$ cat src/rtl/vga_pkg.sv
`timescale 1ns/1ps
// Shared VGA types and default 640x480@60Hz timing for the bar-pattern controller.
package vga_pkg;

  typedef logic [7:0] rgb332_t;  // RRRGGGBB

  typedef struct packed {
    logic hs_n;
    logic vs_n;
    logic visible;
  } sync_t;

  localparam int CLK_DIV_DEF  = 4;

  localparam int H_VIS_DEF    = 640;
  localparam int H_FP_DEF     = 16;
  localparam int H_SYNC_DEF   = 96;
  localparam int H_BP_DEF     = 48;
  localparam int H_TOTAL_DEF  = H_VIS_DEF + H_FP_DEF + H_SYNC_DEF + H_BP_DEF;
  localparam int H_SYNC_START_DEF = H_VIS_DEF + H_FP_DEF;
  localparam int H_SYNC_END_DEF   = H_SYNC_START_DEF + H_SYNC_DEF - 1;

  localparam int V_VIS_DEF    = 480;
  localparam int V_FP_DEF     = 10;
  localparam int V_SYNC_DEF   = 2;
  localparam int V_BP_DEF     = 33;
  localparam int V_TOTAL_DEF  = V_VIS_DEF + V_FP_DEF + V_SYNC_DEF + V_BP_DEF;
  localparam int V_SYNC_START_DEF = V_VIS_DEF + V_FP_DEF;
  localparam int V_SYNC_END_DEF   = V_SYNC_START_DEF + V_SYNC_DEF - 1;

  localparam int BAR_WIDTH_DEF   = 80;
  localparam int SWAP_FRAMES_DEF = 60;

  localparam rgb332_t COLOUR_A_DEF = 8'hE0;
  localparam rgb332_t COLOUR_B_DEF = 8'h03;

  // Bits needed to hold a counter running 0..n-1 (at least one bit).
  function automatic int cnt_width(input int n);
    return (n > 1) ? $clog2(n) : 1;
  endfunction

endpackage

$ cat src/rtl/vga_sig_gen.sv
`timescale 1ns/1ps
// Raster timing core: pixel-enable divider, horizontal/vertical counters and
// combinational sync/visible decode of the current counter values.
module vga_sig_gen #(
  parameter int CLK_DIV = vga_pkg::CLK_DIV_DEF,
  parameter int H_VIS   = vga_pkg::H_VIS_DEF,
  parameter int H_FP    = vga_pkg::H_FP_DEF,
  parameter int H_SYNC  = vga_pkg::H_SYNC_DEF,
  parameter int H_BP    = vga_pkg::H_BP_DEF,
  parameter int V_VIS   = vga_pkg::V_VIS_DEF,
  parameter int V_FP    = vga_pkg::V_FP_DEF,
  parameter int V_SYNC  = vga_pkg::V_SYNC_DEF,
  parameter int V_BP    = vga_pkg::V_BP_DEF,
  localparam int H_TOTAL = H_VIS + H_FP + H_SYNC + H_BP,
  localparam int V_TOTAL = V_VIS + V_FP + V_SYNC + V_BP,
  localparam int HW      = vga_pkg::cnt_width(H_TOTAL),
  localparam int VW      = vga_pkg::cnt_width(V_TOTAL)
) (
  input  logic           clk,
  input  logic           rst_n,
  output logic           pe,
  output logic [HW-1:0]  hcount,
  output logic [VW-1:0]  vcount,
  output vga_pkg::sync_t sync
);
  import vga_pkg::*;

  localparam int DW   = cnt_width(CLK_DIV);
  localparam int H_SS = H_VIS + H_FP;
  localparam int H_SE = H_SS + H_SYNC - 1;
  localparam int V_SS = V_VIS + V_FP;
  localparam int V_SE = V_SS + V_SYNC - 1;

  logic [DW-1:0] div_reg, div_next;
  logic [HW-1:0] h_reg, h_next;
  logic [VW-1:0] v_reg, v_next;

  assign pe = (div_reg == DW'(CLK_DIV - 1));

  always_comb begin
    div_next = pe ? '0 : div_reg + DW'(1);
    h_next   = h_reg;
    v_next   = v_reg;
    if (pe) begin
      if (h_reg == HW'(H_TOTAL - 1)) begin
        h_next = '0;
        v_next = (v_reg == VW'(V_TOTAL - 1)) ? '0 : v_reg + VW'(1);
      end else begin
        h_next = h_reg + HW'(1);
      end
    end
  end

  always_ff @(posedge clk or negedge rst_n) begin
    if (!rst_n) begin
      div_reg <= '0;
      h_reg   <= '0;
      v_reg   <= '0;
    end else begin
      div_reg <= div_next;
      h_reg   <= h_next;
      v_reg   <= v_next;
    end
  end

  always_comb begin
    sync.hs_n    = !((h_reg >= HW'(H_SS)) && (h_reg <= HW'(H_SE)));
    sync.vs_n    = !((v_reg >= VW'(V_SS)) && (v_reg <= VW'(V_SE)));
    sync.visible = (h_reg < HW'(H_VIS)) && (v_reg < VW'(V_VIS));
  end

  assign hcount = h_reg;
  assign vcount = v_reg;

endmodule

$ cat src/rtl/vga_top.sv
`timescale 1ns/1ps
// VGA controller at the board pins: 640x480@60Hz sync plus red/blue vertical
// bars whose colours swap every SWAP_FRAMES frames.
module vga_top #(
  parameter int CLK_DIV     = vga_pkg::CLK_DIV_DEF,
  parameter int H_VIS       = vga_pkg::H_VIS_DEF,
  parameter int H_FP        = vga_pkg::H_FP_DEF,
  parameter int H_SYNC      = vga_pkg::H_SYNC_DEF,
  parameter int H_BP        = vga_pkg::H_BP_DEF,
  parameter int V_VIS       = vga_pkg::V_VIS_DEF,
  parameter int V_FP        = vga_pkg::V_FP_DEF,
  parameter int V_SYNC      = vga_pkg::V_SYNC_DEF,
  parameter int V_BP        = vga_pkg::V_BP_DEF,
  parameter int BAR_WIDTH   = vga_pkg::BAR_WIDTH_DEF,
  parameter int SWAP_FRAMES = vga_pkg::SWAP_FRAMES_DEF,
  parameter vga_pkg::rgb332_t COLOUR_A = vga_pkg::COLOUR_A_DEF,
  parameter vga_pkg::rgb332_t COLOUR_B = vga_pkg::COLOUR_B_DEF
) (
  input  logic       CLK_100MHz,
  input  logic       RESET,
  output logic       VGA_HS,
  output logic       VGA_VS,
  output logic [2:0] VGA_RED,
  output logic [2:0] VGA_GREEN,
  output logic [1:0] VGA_BLUE
);
  import vga_pkg::*;

  localparam int H_TOTAL = H_VIS + H_FP + H_SYNC + H_BP;
  localparam int V_TOTAL = V_VIS + V_FP + V_SYNC + V_BP;
  localparam int HW      = cnt_width(H_TOTAL);
  localparam int VW      = cnt_width(V_TOTAL);
  localparam int BW      = cnt_width(BAR_WIDTH);
  localparam int FW      = cnt_width(SWAP_FRAMES);

  logic          pe;
  logic [HW-1:0] hcount;
  logic [VW-1:0] vcount;
  sync_t         sync;

  vga_sig_gen #(
    .CLK_DIV(CLK_DIV),
    .H_VIS(H_VIS), .H_FP(H_FP), .H_SYNC(H_SYNC), .H_BP(H_BP),
    .V_VIS(V_VIS), .V_FP(V_FP), .V_SYNC(V_SYNC), .V_BP(V_BP)
  ) u_sig_gen (
    .clk    (CLK_100MHz),
    .rst_n  (RESET),
    .pe     (pe),
    .hcount (hcount),
    .vcount (vcount),
    .sync   (sync)
  );

  logic          line_end, frame_end;
  logic [BW-1:0] bar_px_reg, bar_px_next;
  logic          bar_odd_reg, bar_odd_next;
  logic [FW-1:0] frame_reg, frame_next;
  logic          swap_reg, swap_next;
  rgb332_t       colour_reg, colour_next;
  logic          hs_reg, vs_reg;

  assign line_end  = pe && (hcount == HW'(H_TOTAL - 1));
  assign frame_end = line_end && (vcount == VW'(V_TOTAL - 1));

  // Bar parity is tracked incrementally alongside hcount instead of dividing
  // hcount by BAR_WIDTH; it always equals (hcount / BAR_WIDTH) bit 0.
  always_comb begin
    bar_px_next  = bar_px_reg;
    bar_odd_next = bar_odd_reg;
    frame_next   = frame_reg;
    swap_next    = swap_reg;
    if (line_end) begin
      bar_px_next  = '0;
      bar_odd_next = 1'b0;
    end else if (pe) begin
      if (bar_px_reg == BW'(BAR_WIDTH - 1)) begin
        bar_px_next  = '0;
        bar_odd_next = !bar_odd_reg;
      end else begin
        bar_px_next = bar_px_reg + BW'(1);
      end
    end
    if (frame_end) begin
      if (frame_reg == FW'(SWAP_FRAMES - 1)) begin
        frame_next = '0;
        swap_next  = !swap_reg;
      end else begin
        frame_next = frame_reg + FW'(1);
      end
    end
    colour_next = sync.visible ? ((bar_odd_reg ^ swap_reg) ? COLOUR_B : COLOUR_A) : 8'h00;
  end

  always_ff @(posedge CLK_100MHz or negedge RESET) begin
    if (!RESET) begin
      bar_px_reg  <= '0;
      bar_odd_reg <= 1'b0;
      frame_reg   <= '0;
      swap_reg    <= 1'b0;
      hs_reg      <= 1'b1;
      vs_reg      <= 1'b1;
      colour_reg  <= 8'h00;
    end else begin
      bar_px_reg  <= bar_px_next;
      bar_odd_reg <= bar_odd_next;
      frame_reg   <= frame_next;
      swap_reg    <= swap_next;
      if (pe) begin
        hs_reg     <= sync.hs_n;
        vs_reg     <= sync.vs_n;
        colour_reg <= colour_next;
      end
    end
  end

  assign VGA_HS    = hs_reg;
  assign VGA_VS    = vs_reg;
  assign VGA_RED   = colour_reg[7:5];
  assign VGA_GREEN = colour_reg[4:2];
  assign VGA_BLUE  = colour_reg[1:0];

endmodule

$ cat config.mk
export PLATFORM = sky130hd
export DESIGN_NAME = vga_top
export DESIGN_NICKNAME = d
export VERILOG_FILES = /design/src/rtl/vga_pkg.sv /design/src/rtl/vga_sig_gen.sv /design/src/rtl/vga_top.sv
export SDC_FILE = /design/constraint.sdc
export NUM_CORES = 1
export LEC_CHECK = 0
export ABC_CLOCK_PERIOD_IN_PS = 2190
export CORE_MARGIN = 10
export CORE_UTILIZATION = 40
export DETAILED_ROUTE_END_ITERATION = 6
export GPL_TIMING_DRIVEN = 0
export PLACE_DENSITY = 0.67
export SLEW_MARGIN = 25
export SYNTH_ARGS = -nofsm -noshare
export SYNTH_HDL_FRONTEND = slang
export SYNTH_SLANG_ARGS = --single-unit
export TNS_END_PERCENT = 5
$ cat constraint.sdc
create_clock -name CLK_100MHz -period 2.19 [get_ports CLK_100MHz]
set_input_delay 0.657 -clock CLK_100MHz [delete_from_list [all_inputs] [get_ports CLK_100MHz]]
set_output_delay 0.657 -clock CLK_100MHz [all_outputs]
set_load 0.05 [all_outputs]
==> summary.md <==
| Metric | Value |
|---|---|
| Clock buffer depth | `2` |
| Largest family of logic cells by synthesized area | `simple AND/OR/NAND/NOR gates` |
| Antenna diodes | `0` |
| GPL Wtd Cong | `0.7533` |
| Synth Cell Area | `2132 um2` |
| Final wirelength | `3941 um` |
| # rows | `26` |
| CTS Sinks | `41` |
| Initial antenna violation count | `0` |
| Die H | `93.01 um` |
| Detail Route Antenna Nets | `0` |
| CP bufs+invs | `1` |
| Top post-synthesis cells by count | `dfrtp_1 (39), nor2_1 (23), xnor2_1 (15)` |
| 1st-pass router iterations | `4` |
| Overflow after GRT | `0` |
| Area Overhead vs Synth | `13.50%` |
| CTS clk-pin slew, worst paths | `80 ps` |
| WHS | `269.7 ps` |
| Syn Inst Count | `203` |
| Worst-Skew Late Latency | `290 ps` |
| CTS tree | `built` |
| Final Hold Fails | `0` |
| First-pass GRT wire length | `6913 um` |
| Ys async rst share | `100.0%` |
| Syn avg cell area | `10.50 um2` |
| Worst Skew | `4.949 ps` |
| Period utilization | `97.47%` |
| Reg2reg start | `u_sig_gen.vcount[0]` |
| Post-Place Cells | `284` |
| Wire per inst | `13.36 um` |
| CP endpoint kind | `primary output` |
| Max-cap viol count | `0` |
| Synthesized flop and latch total | `41` |
| Iter 0 DRT Violations | `57` |
| Routed vias | `1493` |
| Buffers on Ports | `8` |
| Largest net degree at the start of global routing | `28` |
| Final non-filler cell total | `295` |
| Post-Synth Simple-Gate Area | `22.42%` |
| Core Box Area | `5140 um2` |
| Post-synth EDFFs | `0` |
| HPWL Detailed | `2799 um` |
| CP Launch Type | `flip-flop` |
| Via-per-instance ratio | `5.061` |
| Critical path cell sequence | `clkdlybuf4s50_1` |
| Static leakage | `1.127 nW` |
| CP max stage cell | `clkdlybuf4s50_1` |
| XOR/XNOR Fraction of Synth Area | `9.448%` |
| Max Clk Rate | `468.5 MHz` |
| H-tree depth | `2` |
| Unrepaired setup endpoints after global routing | `no` |
| Vias in the first global route | `1479` |
| Yosys warns | `0` |
| PnR Total Power | `1.276 mW` |
| DRC | `0` |
| Ys flop type | `dfrtp_1` |
| CTS buffer count | `5` |
| Hold Crit Class | `in2async` |
| Crit Path Max Fanout | `3` |
| # setup viols final | `0` |
| Chip width | `93.01 um` |
| Synth top area share | `45.77%` |
| IO Count | `12` |
| Arr. time, crit path | `1480 ps` |
| Nets | `233` |
| Synth Area in Compound Gates | `7.042%` |
| Post-synth top area cell | `dfrtp_1` |
| Sequential share of the synthesized area | `48.24%` |
| Synth area leaders | `dfrtp_1 (46%), xnor2_1 (6.2%), ha_1 (4.1%)` |
| Cell family with most CP delay | `buffers and inverters` |
| Status | `completed` |
| Layout filler cell count | `525` |
| Tightest Pin Transition | `641.1 ps` |
| Max-slew violation count | `0` |
| Rel. slew slack | `56.87%` |
| GRT Total Usage | `9.663%` |
| Layout cells sized above 1 | `16.89%` |
| CP Class | `reg2out` |
| Peak supply drop | `0.3496 mV` |
| Origin of the worst setup path | `colour_reg[1]` |
| Die ar. | `8650 um2` |
| Critical Path Max Stage Delay | `820 ps` |
| Fin crit period | `2135 ps` |
| Netlist cell types | `49` |
| Worst path required time | `1530 ps` |
| Mux share of post-synthesis cell area | `3.404%` |
| CTS root buffer | `clkbuf_8` |
| Pwr dens | `527.2 nW/um2` |
| Sum Neg Setup Slack | `0 ps` |
| Initial Utilization | `41.48%` |
| Post-synthesis adder-cell area fraction | `4.108%` |
| Most frequent cell after synthesis | `dfrtp_1` |
## metal layers
| metal | track usage (%) | routed length [um] | vias to the layer above |
|---|---|---|---|
| li1 | - | - | 748 |
| met1 | 12.15 | 1896 | 714 |
| met2 | 15.48 | 1849 | 26 |
| met3 | 2.958 | 160 | 5 |
| met4 | 3.085 | 34 | 0 |
| met5 | 0 | 0 | - |
## layout by cell type (no fill, tap or decap), types with 3 or more instances in the layout
cell type / Yosys / layout
dfrtp_1: 39 / 39
nor2_1: 23 / 23
xnor2_1: 15 / 15
nand3_1: 12 / 12
buf_4: 6 / 12
inv_1: 11 / 11
nand2_1: 9 / 9
xor2_1: 8 / 8
nand4_1: 7 / 7
ha_1: 7 / 7
and3_1: 6 / 6
nor3_1: 5 / 5
clkbuf_8: 0 / 5
o21ai_0: 4 / 4
o22ai_1: 4 / 4
o211ai_1: 3 / 3
o31ai_1: 3 / 3
nor4_1: 3 / 3
conb_1: 1 / 3
dlygate4sd2_1: 0 / 3
## area by class of cell
class | instances | area [um2] | share of cell area [%]
inverters | 11 | 41.29 | 1.706
plain buffers | 10 | 68.82 | 2.844
flip-flops and latches | 41 | 1028 | 42.50
repair buffers | 12 | 106.4 | 4.395
well taps | 70 | 87.58 | 3.619
multi-input cells | 143 | 1001 | 41.37
clock inverters | 3 | 17.52 | 0.7239
clock buffers | 5 | 68.82 | 2.844
## per-stage QoR
step	worst slack (ps)	utilization (%)	area (um2)
after global placement	-649.6	44.89	2307
final	55.41	47.08	2420
after global routing	3.913	47.08	2420
after detailed placement	93.37	45.18	2322
after CTS	-12.62	46.64	2397
after floorplan	405.2	-	2140
## report_power, final
part	switching [mW]	internal (mW)
Clock	0.264	0.220
Combinational	0.0271	0.00789
Sequential	0	0.756
## cells by family after synthesis
group / after synthesis
fa+ha+maj: 7
simple gates: 82
mux: 6
compound gates: 22
other cells: 1
buf+inv: 21
xor+xnor: 23
flops: 41
## final timing paths
check | cells after the start | slack, ps | end
worst max register to register | 7 | 220 | frame_reg[1]
max in group asynchronous | 2 | 1390 | VGA_VS
worst min register to register | 1 | 420 | u_sig_gen.div_reg[0]
worst min-delay path | 1 | 270 | u_sig_gen.hcount[6]
worst max-delay path | 1 | 60 | VGA_BLUE[0]
min in group CLK_100MHz | 1 | 420 | u_sig_gen.div_reg[0]
## timing repair
item | CTS | global route
gates cloned | 0 | 0
setup endpoints to repair | 8 | 3
resized for setup | 6 | 0
setup buffers | 0 | 3
pin swaps | 0 | 1
hold buffers | 0 | 0
## worst reg2reg max path, cell delays in order (launching register included)
cell	delay, ps
dfrtp_1	420
inv_1	110
ha_1	150
nor4bb_1	360
nand4_1	150
buf_4	190
nor2_4	160
mux2_4	320
(Power assumes the default switching activity.)
